### config.mk
export PLATFORM = sky130hd
export DESIGN_NAME = dmac_ch_arbiter
export DESIGN_NICKNAME = d
export VERILOG_FILES = /design/src/rtl/dmac_pkg.sv /design/src/rtl/dmac_rr_picker.sv /design/src/rtl/dmac_ch_arbiter.sv
export SDC_FILE = /design/constraint.sdc
export NUM_CORES = 1
export LEC_CHECK = 0
export BUFFER_PORTS_ARGS = -buffer_cell sky130_fd_sc_hd__buf_4
export CORE_MARGIN = 1
export CORE_UTILIZATION = 25
export CTS_CLUSTER_SIZE = 20
export DETAILED_ROUTE_END_ITERATION = 6
export PLACE_DENSITY = 0.49
export RECOVER_POWER = 50
export SYNTH_ARGS = -nofsm -noshare
export SYNTH_HDL_FRONTEND = slang
export SYNTH_SLANG_ARGS = --single-unit
### constraint.sdc
create_clock -name clk -period 3.4 [get_ports clk]
set_input_delay 0.17 -clock clk [delete_from_list [all_inputs] [get_ports clk]]
set_output_delay 0.17 -clock clk [all_outputs]
set_load 0.01 [all_outputs]
### src/rtl/dmac_pkg.sv
// ---------------------------------------------------------------------------
// dmac_pkg
// Shared definitions for the DMA channel arbiter slice.
//   DMAC_NUM_CH          default number of channels sharing the AHB master
//   DMAC_TIMEOUT_CYCLES  default grant hold limit (timeout build only)
//   arb_state_t          arbiter FSM state encoding
// ---------------------------------------------------------------------------
package dmac_pkg;

    localparam int unsigned DMAC_NUM_CH         = 4;
    localparam int unsigned DMAC_TIMEOUT_CYCLES = 1024;

    typedef enum logic [1:0] {
        ARB_IDLE    = 2'd0,
        ARB_GRANT   = 2'd1,
        ARB_RELEASE = 2'd2
    } arb_state_t;

endpackage

### src/rtl/dmac_rr_picker.sv
// ---------------------------------------------------------------------------
// dmac_rr_picker
// Combinational rotating-priority encoder. The search starts at rr_ptr and
// wraps modulo NUM_CH; the first pending channel found wins.
// Ports:
//   pending [NUM_CH]   channels currently requesting and enabled
//   rr_ptr  [IW]       channel holding highest priority this round
//   winner  [IW]       selected channel index (0 when nothing is pending)
//   valid   [1]        at least one channel is pending
// ---------------------------------------------------------------------------
module dmac_rr_picker
    import dmac_pkg::*;
#(
    parameter  int unsigned NUM_CH = DMAC_NUM_CH,
    localparam int unsigned IW     = $clog2(NUM_CH)
) (
    input  logic [NUM_CH-1:0] pending,
    input  logic [IW-1:0]     rr_ptr,
    output logic [IW-1:0]     winner,
    output logic              valid
);

    always_comb begin
        int unsigned idx;
        idx    = 0;
        winner = '0;
        valid  = 1'b0;
        for (int unsigned i = 0; i < NUM_CH; i++) begin
            // rr_ptr < NUM_CH, so a single subtraction implements the wrap
            idx = 32'(rr_ptr) + i;
            if (idx >= NUM_CH) begin
                idx = idx - NUM_CH;
            end
            if (!valid && pending[IW'(idx)]) begin
                valid  = 1'b1;
                winner = IW'(idx);
            end
        end
    end

endmodule

### src/rtl/dmac_ch_arbiter.sv
// ---------------------------------------------------------------------------
// dmac_ch_arbiter
// Round-robin arbiter granting one DMA channel at a time ownership of the
// shared AHB master port. IDLE picks a winner, GRANT holds it until the
// channel completes (or is disabled), RELEASE waits for the bus to go idle.
//
// Build option:
//   DMAC_ARB_TIMEOUT_EN  when defined, a grant held for TIMEOUT_CYCLES
//                        cycles without ch_done is revoked and timeout_err
//                        pulses. When undefined the grant is held
//                        indefinitely and timeout_err is tied low.
//
// Ports:
//   clk          system clock, rising edge
//   rst          asynchronous active-high reset
//   ch_req       per-channel peripheral request (level)
//   ch_en        per-channel enable from configuration registers
//   ch_done      per-channel completion pulse
//   bus_idle     master port idle (HTRANS IDLE and HREADY high)
//   ch_grant     one-hot port ownership
//   ch_start     one-cycle pulse on the first grant cycle
//   ch_ack       one-cycle pulse on normal completion of the owner
//   grant_id     index of the owner, 0 when nothing is granted
//   busy         arbiter is not idle
//   timeout_err  one-cycle pulse when a grant times out
// ---------------------------------------------------------------------------
module dmac_ch_arbiter
    import dmac_pkg::*;
#(
    parameter  int unsigned NUM_CH         = DMAC_NUM_CH,
    parameter  int unsigned TIMEOUT_CYCLES = DMAC_TIMEOUT_CYCLES,
    localparam int unsigned IW             = $clog2(NUM_CH)
) (
    input  logic              clk,
    input  logic              rst,
    input  logic [NUM_CH-1:0] ch_req,
    input  logic [NUM_CH-1:0] ch_en,
    input  logic [NUM_CH-1:0] ch_done,
    input  logic              bus_idle,
    output logic [NUM_CH-1:0] ch_grant,
    output logic [NUM_CH-1:0] ch_start,
    output logic [NUM_CH-1:0] ch_ack,
    output logic [IW-1:0]     grant_id,
    output logic              busy,
    output logic              timeout_err
);

    arb_state_t        state, state_nxt;
    logic [IW-1:0]     owner, owner_nxt;
    logic [IW-1:0]     rr_ptr, rr_ptr_nxt;
    logic              first, first_nxt;
    logic [NUM_CH-1:0] pending;
    logic [IW-1:0]     pick_winner;
    logic              pick_valid;

`ifdef DMAC_ARB_TIMEOUT_EN
    localparam int unsigned CW = $clog2(TIMEOUT_CYCLES);
    logic [CW-1:0] tmo_cnt, tmo_cnt_nxt;
`else
    // keeps TIMEOUT_CYCLES referenced while the counter is compiled out
    logic unused_timeout_cfg;
    assign unused_timeout_cfg = (TIMEOUT_CYCLES != 0);
`endif

    assign pending = ch_req & ch_en;

    dmac_rr_picker #(
        .NUM_CH (NUM_CH)
    ) u_picker (
        .pending (pending),
        .rr_ptr  (rr_ptr),
        .winner  (pick_winner),
        .valid   (pick_valid)
    );

    always_ff @(posedge clk or posedge rst) begin
        if (rst) begin
            state   <= ARB_IDLE;
            owner   <= '0;
            rr_ptr  <= '0;
            first   <= 1'b0;
`ifdef DMAC_ARB_TIMEOUT_EN
            tmo_cnt <= '0;
`endif
        end else begin
            state   <= state_nxt;
            owner   <= owner_nxt;
            rr_ptr  <= rr_ptr_nxt;
            first   <= first_nxt;
`ifdef DMAC_ARB_TIMEOUT_EN
            tmo_cnt <= tmo_cnt_nxt;
`endif
        end
    end

    always_comb begin
        state_nxt   = state;
        owner_nxt   = owner;
        rr_ptr_nxt  = rr_ptr;
        first_nxt   = 1'b0;
        ch_grant    = '0;
        ch_start    = '0;
        ch_ack      = '0;
        grant_id    = '0;
        busy        = (state != ARB_IDLE);
        timeout_err = 1'b0;
`ifdef DMAC_ARB_TIMEOUT_EN
        // counter only advances in GRANT, so it is 0 on every first grant cycle
        tmo_cnt_nxt = '0;
`endif

        case (state)
            ARB_IDLE: begin
                if (pick_valid) begin
                    state_nxt  = ARB_GRANT;
                    owner_nxt  = pick_winner;
                    first_nxt  = 1'b1;
                    // winner drops to lowest priority for the next round
                    rr_ptr_nxt = (pick_winner == IW'(NUM_CH - 1)) ? '0 : pick_winner + 1'b1;
                end
            end

            ARB_GRANT: begin
                ch_grant[owner] = 1'b1;
                ch_start[owner] = first;
                grant_id        = owner;
                // completion outranks abort, abort outranks timeout
                if (ch_done[owner]) begin
                    ch_ack[owner] = 1'b1;
                    state_nxt     = ARB_RELEASE;
                end else if (!ch_en[owner]) begin
                    state_nxt = ARB_RELEASE;
                end
`ifdef DMAC_ARB_TIMEOUT_EN
                else if (tmo_cnt == CW'(TIMEOUT_CYCLES - 1)) begin
                    timeout_err = 1'b1;
                    state_nxt   = ARB_RELEASE;
                end else begin
                    tmo_cnt_nxt = tmo_cnt + 1'b1;
                end
`endif
            end

            ARB_RELEASE: begin
                if (bus_idle) begin
                    state_nxt = ARB_IDLE;
                end
            end

            default: begin
                state_nxt = ARB_IDLE;
            end
        endcase
    end

endmodule
==> results of run 1 <==
-- worst max-delay path by stage --
stage / startpoint / slack [ns] / to
detailed placement: state[0] / 1.97 / ch_start[2]
floorplan: state[1] / 1.99 / ch_ack[1]
global route: state[0] / 1.55 / ch_ack[1]
CTS: state[0] / 1.71 / ch_start[2]
global placement: state[0] / 2.01 / ch_start[2]
finish: state[0] / 1.70 / ch_start[2]
-- placed cells by master, fill, tap and decap left out, types with 2 or more instances in the layout --
cell and instances:
nand2_1 9, nor2_1 2, a21oi_1 3, and2_0 2, o21ai_0 7, nor2b_1 3
nand3_1 3, nand2b_1 2, buf_4 28, dfrtp_1 7, nand3b_1 2, inv_1 4
clkbuf_4 4, nand4_1 2, and2_1 10, a22o_1 2, and3_1 2
-- metal layers --
metal / track usage / vias to the layer above
li1: - / 338
met1: 0.153 / 330
met2: 0.211 / 29
met3: 0.0238 / 2
met4: 0.0648 / 0
met5: 0 / -
-- cell families (layout without fill, tap and decap cells) --
logic type	count (synthesis)	count (layout)	share of synthesized area
AND/OR/NAND/NOR	40	40	0.373
AO/OA/AOI/OAI	22	22	0.275
flip-flops	7	7	0.294
buffers and inverters	7	38	0.0524
other	1	1	0.00628
-- final cells by class --
cell class	instances	area (µm²)
Fill cell	264	1370
Sequential cell	7	175
Multi-Input combinational cell	63	387
Inverter	4	15.0
Timing Repair Buffer	30	228
Tap cell	28	35.0
Clock buffer	3	22.5
Clock inverter	1	5.00
-- power groups by stage --
stage / combinational [mW] / clock (mW) / sequential (mW)
after floorplan: 0.230 / 0 / 0.150
after global placement: 0.315 / 0 / 0.185
after detailed placement: 0.314 / 0 / 0.185
after CTS: 0.317 / 0.0742 / 0.184
after global routing: 0.340 / 0.0815 / 0.193
final: 0.306 / 0.0719 / 0.184
-- critical path, cell delays in order, from the launching register on --
cell,delay [ns]
dfrtp_1,0.37
nor2b_1,0.27
and2_0,0.19
nor2b_1,0.20
and2_1,0.15
buf_4,0.11
-- repair_timing --
action / CTS / global route
hold buffers: 1 / 0
hold endpoints to repair: 7 / 0
setup buffers: 0 / 0
gates resized for setup: 0 / 0
endpoints found under the setup margin: 0 / 0
==> out/qor.yml, run 1 <==
floorplan:
  die_area_um2: 2590
  coreArea_um2: 2230
  die_y_um: 50.9
  num_rows: 17
  ios: 31
  start_util: 0.267
  dieWidth_um: 50.9
synthesis:
  synth_top_area_cell: "dfrtp_1"
  seq_area_frac_synth: 0.294
  syn_area_per_cell_um2: 7.75
  synth_fp_nets: 92
  yosys.cell_types.count: 32
  synth-seq-cells: 7
  synth_warnings: 0
  syn_area_um2: 597
  synth-edff-count: 0
  ys_async_sr_fraction: 1.00
  yosysMostFrequentCell: "and2_1"
  ys_top_cells_by_area: "dfrtp_1, and2_1, nand2_1"
  synth_flop_cell: "dfrtp_1"
  synth_cells: 77
  synth_top_area_frac: 0.294
  synth_common_cells: "and2_1, nand2_1, dfrtp_1, inv_1, o21ai_1"
timing:
  hold_viol: 0
  fin_ws_ns: 1.70
  max_freq_mhz: 587
  setup_viol: 0
  slew_violations: 0
  skew_ns: 0.00314
  timing.final.crit_share: 0.501
  fin_setup_tns_ns: 0
  whs_ns: 0.251
  rsz0062_at_grt: "false"
  timing.final.crit_period_ns: 1.70
layout:
  area_growth_pct: 45.3
  antenna_cells: 0
  fin_util: 0.388
  layout-drive-gt1-share: 0.333
  nNetsFinal: 124
  final_cell_area_um2: 867
  instances_no_fill: 136
clocking:
  cts_sinks: 7
  cts_tree: "yes"
  clk_pin_slew_ns: 0.05
  htreeDepth: 1
  numCtsBuffers: 3
  cts_buffer_depth: 2
  cts_root_buffer: "clkbuf_4"
  clock_latency_ns: 0.24
placed_design:
  place.gp.congestion: 0.787
  dp_hpwl_um: 1330
  post-place-cells: 131
  placed_area_um2: 833
  place_ws_ns: 1.97
  portBuffers: 29
critical_path:
  rr_worst_depth: 5
  critPathLaunchType: "flop"
  r2r-end: "rr_ptr[1]"
  cp_max_fo: 4
  required_ns: 3.23
  end_kind: "primary output"
  cp_data_arrival_time_ns: 1.53
  worst-r2r-setup-slack_ns: 1.91
  crit_type: "reg -> out"
route:
  wl_met3_um: 117
  wl_um: 1570
  wl_met1_um: 696
  via_per_inst: 5.14
  wl_per_cell_um: 11.6
  routed.top_layer: "met4"
  num_vias: 699
  drtAntennaViolNets: 0
  drc: 0
  first_iter_violations: 14
  first_pass_iters: 4
  dr_wl_met2_um: 748
pwr:
  p_int_mw: 0.320
  seqPwrFrac: 0.328
  peakVddDrop_v: 0.000304
  power_frac_comb: 0.544
  leakagePower_nw: 0.417
  p_total_mw: 0.562
  power_frac_clock: 0.128
  swShare: 0.431
  power_switching_mw: 0.242
  powerDensity_nw_per_um2: 648
hold_path:
  min_path_cells: 3
  min_to: "state[1]"
  worstHoldStart: "bus_idle"
  hold_class: "in -> reg"
grt:
  gr-usage-all-layers: 0.126
  grt_overflow_total: 0
  grt_pass1_wl_um: 2510
  grt_max_degree: 12
  grt_pass1_vias: 633
  antenna_found_initial: 0
job:
  drv_cap: 0
outcome:
  outcome: "completed"
Note: power is estimated with default switching activity, not from simulation.
==> run 2: changes to the inputs <==
clock period = 1.6 ns   (was 3.4 ns; I/O delays follow)
==> out/qor.yml, run 2 (synthesis gave the netlist of run 1 again) <==
outcome:
  outcome: "completed"  # unchanged
timing:
  fin_setup_tns_ns: 0  # unchanged
  max_freq_mhz: 662
  timing.final.crit_period_ns: 1.51
  setup_viol: 0  # unchanged
  whs_ns: 0.179  # was 0.251 ns
  rsz0062_at_grt: "false"  # unchanged
  slew_violations: 0  # unchanged
  hold_viol: 0  # unchanged
  timing.final.crit_share: 0.944
  skew_ns: 0.00656  # was 0.00314 ns
grt:
  grt_util_met2: 0.227  # was 0.211
  grt_overflow_total: 0  # unchanged
  grt_pass1_vias: 602  # was 633
  grt_pass1_wl_um: 2640  # was 2510 µm
  met1_usage: 0.171  # was 0.153
  grt_max_degree: 11  # was 12
  top_usage_layer: "met2"  # unchanged
  antenna_found_initial: 0  # unchanged
  grtUsageMet3: 0.0238  # unchanged
  gr-usage-all-layers: 0.135  # was 0.126
critical_path:
  critPathLaunchType: "flop"  # unchanged
  max_stage_delay_ns: 0.41  # was 0.37 ns
  cp_max_fo: 4  # unchanged
  required_ns: 1.52  # was 3.23 ns
  cp_data_arrival_time_ns: 1.43  # was 1.53 ns
  crit_slowest_cell: "dfrtp_1"  # unchanged
  crit_type: "reg -> out"  # unchanged
  end_kind: "primary output"  # unchanged
  critPathBufInv: 1  # unchanged
  cpMostUsedCell: "and2_1"  # was nor2b_1
  worstPathCellList: "nor2b_4, and2_1, nor2b_2, and2_1, buf_4"  # was nor2b_1, and2_0, nor2b_1, and2_1, buf_4
  critical_path.top_delay_family: "simple AND/OR/NAND/NOR gates"  # unchanged
floorplan:
  die_y_um: 50.9  # unchanged
  die_area_um2: 2590  # unchanged
  num_rows: 17  # unchanged
  ios: 31  # unchanged
  start_util: 0.267  # unchanged
  coreArea_um2: 2230  # unchanged
  dieWidth_um: 50.9  # unchanged
placed_design:
  dp_hpwl_um: 1400  # was 1330 µm
  portBuffers: 29  # unchanged
  place.gp.congestion: 0.862  # was 0.787
  placed_area_um2: 841  # was 833 µm²
pwr:
  power_switching_mw: 0.542  # was 0.242 mW
  p_int_mw: 0.717  # was 0.320 mW
  peakVddDrop_v: 0.000800  # was 0.000304 V
  seqPwrFrac: 0.301  # was 0.328
  leakagePower_nw: 0.425  # was 0.417 nW
  power_frac_clock: 0.124  # was 0.128
  power_frac_comb: 0.574  # was 0.544
  powerDensity_nw_per_um2: 1420  # was 648 nW/µm²
  swShare: 0.430  # was 0.431
layout:
  fin_util: 0.398  # was 0.388
  antenna_cells: 0  # unchanged
  fillers: 248  # was 264
  multi_input_area_um2: 404  # was 387 µm²
  nNetsFinal: 125  # was 124
  register_area_um2: 175  # unchanged
  final_cell_area_um2: 888  # was 867 µm²
  layout-drive-gt1-share: 0.358  # was 0.333
  most-common-layout-cells: "buf_4, and2_1, nand2_1"  # unchanged
  final_common_cell: "buf_4"  # unchanged
  area_growth_pct: 48.8  # was 45.3%
clocking:
  postCtsSetupRepairBufs: 0  # unchanged
  numCtsBuffers: 3  # unchanged
  clk_pin_slew_ns: 0.06  # was 0.05 ns
  cts_tree: "yes"  # unchanged
  cts_sinks: 7  # unchanged
  cts_root_buffer: "clkbuf_4"  # unchanged
  cts_buffer_depth: 2  # unchanged
  clock_latency_ns: 0.25  # was 0.24 ns
  htreeDepth: 1  # unchanged
route:
  wl_per_cell_um: 12.3  # was 11.6 µm
  first_pass_iters: 4  # unchanged
  via_per_inst: 4.93  # was 5.14
  drtAntennaViolNets: 0  # unchanged
  num_vias: 675  # was 699
  first_iter_violations: 8  # was 14
  drc: 0  # unchanged
  wl_um: 1690  # was 1570 µm
hold_path:
  hold_class: "in -> reg"  # unchanged
job:
  drv_cap: 0  # unchanged
## run 2: repair_timing
item,CTS,global route
hold buffers,1,0
gates resized for setup,1,4
hold endpoints to repair,7,0
setup endpoints to repair,4,4
pin swaps,0,0
## run 2: worst paths after layout
| kind | cells after the start | startpoint | end | slack, ns |
|---|---|---|---|---|
| min in group asynchronous | 3 | rst | state[0] | 0.32 |
| max in group asynchronous | 3 | rst | rr_ptr[1] | 1.06 |
| min | 3 | bus_idle | state[1] | 0.18 |
| max reg2reg | 5 | flop | rr_ptr[1] | 0.11 |
| max | 5 | state[0] | ch_start[2] | 0.09 |
| min reg2reg | 1 | flop | flop | 0.57 |
## run 2: routing by layer
layer	wire length, µm	up-vias
met1	750	308
li1	-	341
met3	109	2
met2	822	24
met4	9	0
met5	0	-
## run 2: power groups by stage
stage / Clock (mW) / Combinational [mW] / Sequential (mW)
2_1_floorplan: 0 / 0.488 / 0.320
3_3_place_gp: 0 / 0.712 / 0.366
3_5_place_dp: 0 / 0.721 / 0.370
4_1_cts: 0.165 / 0.729 / 0.368
5_1_grt: 0.177 / 0.795 / 0.398
6_report: 0.156 / 0.723 / 0.379
## run 2: final cells by class
class	count	share of cell area
well taps	28	0.0394
clock buffers	3	0.0254
flip-flops and latches	7	0.197
clock inverters	1	0.00563
multi-input cells	63	0.455
repair buffers	31	0.261
inverters	4	0.0169
## run 2: per-stage QoR
step                total power [mW]  cells  setup slack, ns
floorplan                      0.808     77            0.284
global placement                1.08    132            0.222
finish                          1.26    137           0.0893
CTS                             1.26    137           0.0135
global route                    1.37    137          0.00848
detailed placement              1.09    132            0.207
## run 2: worst register-to-register path, delay by kind of cell (launching register included)
family           cells  cell delay [ns]
AO/OA/AOI/OAI        3             0.52
AND/OR/NAND/NOR      2             0.47
flip-flops           1             0.42
==> run 3: changes to the inputs <==
REMOVE_ABC_BUFFERS = 1   (was unset)
==> out/qor.yml, run 3 (synthesis gave the netlist of run 1 again) <==
critical_path:
  worstPathCellList: "nor2b_2, and2_1, nor2b_2, and2_1, buf_4"  # was nor2b_4, and2_1, nor2b_2, and2_1, buf_4
  crit_type: "reg -> out"  # unchanged
  rr_worst_depth: 5  # unchanged
  required_ns: 1.52  # about the same
  critPathLaunchType: "flop"  # unchanged
  critPathBufInv: 1  # unchanged
  cp_max_fo: 4  # unchanged
  r2r-end: "rr_ptr[1]"  # unchanged
  worst-r2r-setup-slack_ns: 0.19  # was 0.11 ns
  cp_data_arrival_time_ns: 1.44  # was 1.43 ns
  critical_path.top_delay_family: "simple AND/OR/NAND/NOR gates"  # unchanged
  end_kind: "primary output"  # unchanged
  crit_slowest_cell: "dfrtp_1"  # unchanged
  max_stage_delay_ns: 0.40  # was 0.41 ns
hold_path:
  min_path_cells: 3  # unchanged
  worstHoldStart: "bus_idle"  # unchanged
  hold_class: "in -> reg"  # unchanged
  min_to: "state[1]"  # unchanged
timing:
  timing.final.crit_period_ns: 1.52  # was 1.51 ns
  rsz0062_at_grt: "true"  # was false
  hold_viol: 0  # unchanged
  max_freq_mhz: 659  # was 662 MHz
  skew_ns: 0.00296  # was 0.00656 ns
  slew_violations: 0  # unchanged
  timing.final.crit_share: 0.949  # was 0.944
  whs_ns: 0.146  # was 0.179 ns
  setup_viol: 0  # unchanged
clocking:
  cts_root_buffer: "clkbuf_4"  # unchanged
  htreeDepth: 1  # unchanged
  cts_buffer_depth: 2  # unchanged
  cts_sinks: 7  # unchanged
  clk_pin_slew_ns: 0.05  # was 0.06 ns
  cts_tree: "yes"  # unchanged
  clock_latency_ns: 0.25  # about the same
  numCtsBuffers: 3  # unchanged
route:
  first_iter_violations: 10  # was 8
  first_pass_iters: 4  # unchanged
  drtAntennaViolNets: 0  # unchanged
  wl_um: 1580  # was 1690 µm
  num_vias: 676  # was 675
  via_per_inst: 4.93  # about the same
  wl_per_cell_um: 11.5  # was 12.3 µm
  drc: 0  # unchanged
floorplan:
  ios: 31  # unchanged
  coreArea_um2: 2230  # unchanged
  num_rows: 17  # unchanged
  die_y_um: 50.9  # unchanged
  die_area_um2: 2590  # unchanged
  dieWidth_um: 50.9  # unchanged
  start_util: 0.267  # unchanged
grt:
  grt_pass1_vias: 607  # was 602
  grt_max_degree: 11  # unchanged
  grt_overflow_total: 0  # unchanged
  grt_pass1_wl_um: 2690  # was 2640 µm
  antenna_found_initial: 0  # unchanged
  gr-usage-all-layers: 0.141  # was 0.135
layout:
  nNetsFinal: 125  # unchanged
  final_common_cell: "buf_4"  # unchanged
  most-common-layout-cells: "buf_4, and2_1, nand2_1"  # unchanged
  layout-drive-gt1-share: 0.367  # was 0.358
  final_cell_area_um2: 885  # was 888 µm²
  fillers: 247  # was 248
  area_growth_pct: 48.2  # was 48.8%
  antenna_cells: 0  # unchanged
placed_design:
  portBuffers: 29  # unchanged
  place.gp.congestion: 0.855  # was 0.862
  dp_hpwl_um: 1310  # was 1400 µm
  placed_area_um2: 841  # unchanged
pwr:
  p_total_mw: 1.24  # was 1.26 mW
  leakagePower_nw: 0.423  # was 0.425 nW
  powerDensity_nw_per_um2: 1400  # was 1420 nW/µm²
  peakVddDrop_v: 0.000773  # was 0.000800 V
outcome:
  outcome: "completed"  # unchanged
job:
  drv_cap: 0  # unchanged
run 3: timing repair:
action                                 4_1_cts  5_1_grt
setup endpoints to repair                    4        5
hold buffers                                 1        0
endpoints found under the hold margin        7        0
gates resized for setup                      1        2
setup buffers                                0        0
run 3: how the worst max path moves through the flow:
stage                  start           to  slack (ns)  depth (start not counted)
floorplan           state[1]    ch_ack[1]        0.28                          4
global placement        flop    rr_ptr[1]        0.19                          5
detailed placement      flop    rr_ptr[1]        0.20                          5
CTS                 state[0]  ch_start[2]        0.06                          5
global route        state[0]    ch_ack[2]       -0.03                          5
finish              state[0]  ch_start[2]        0.08                          5
run 3: routing by layer:
layer / global-route usage / vias up / share of wire / wire (µm)
li1: - / 341 / - / -
met3: 0.0476 / 5 / 0.079 / 125
met4: 0.0463 / 0 / 0.0076 / 12
met5: 0 / - / 0 / 0
met1: 0.171 / 300 / 0.46 / 733
met2: 0.231 / 30 / 0.45 / 708
run 3: layout make-up:
type                       count  area (µm²)  area share
timing repair buffer          31         235       0.266
tap                           28        35.0      0.0396
sequential                     7         175       0.198
inverter                       4        15.0      0.0170
multi-input combinational     63         398       0.450
clock buffer                   4        26.3      0.0297
run 3: power by group:
part	switching, mW	leakage [nW]	total [mW]	internal (mW)
sequential	0.107	0.0865	0.371	0.264
clock	0.0644	0.0150	0.160	0.0951
combinational	0.353	0.322	0.711	0.357
run 3: tightest hold or removal path, delay by kind of cell:
kind                   cells  cell delay, ns
AO/OA/AOI/OAI              1            0.16
AND/OR/NAND/NOR            1            0.03
buffers and inverters      1            0.08
run 3: stage by stage:
stage | setup TNS (ns) | setup WS [ns] | cells | utilization
floorplan | 0 | 0.284 | 74 | -
global placement | 0 | 0.185 | 132 | 0.376
detailed placement | 0 | 0.203 | 132 | 0.376
CTS | 0 | 0.0607 | 137 | 0.394
global route | -0.0741 | -0.0273 | 137 | 0.396
finish | 0 | 0.0823 | 137 | 0.396
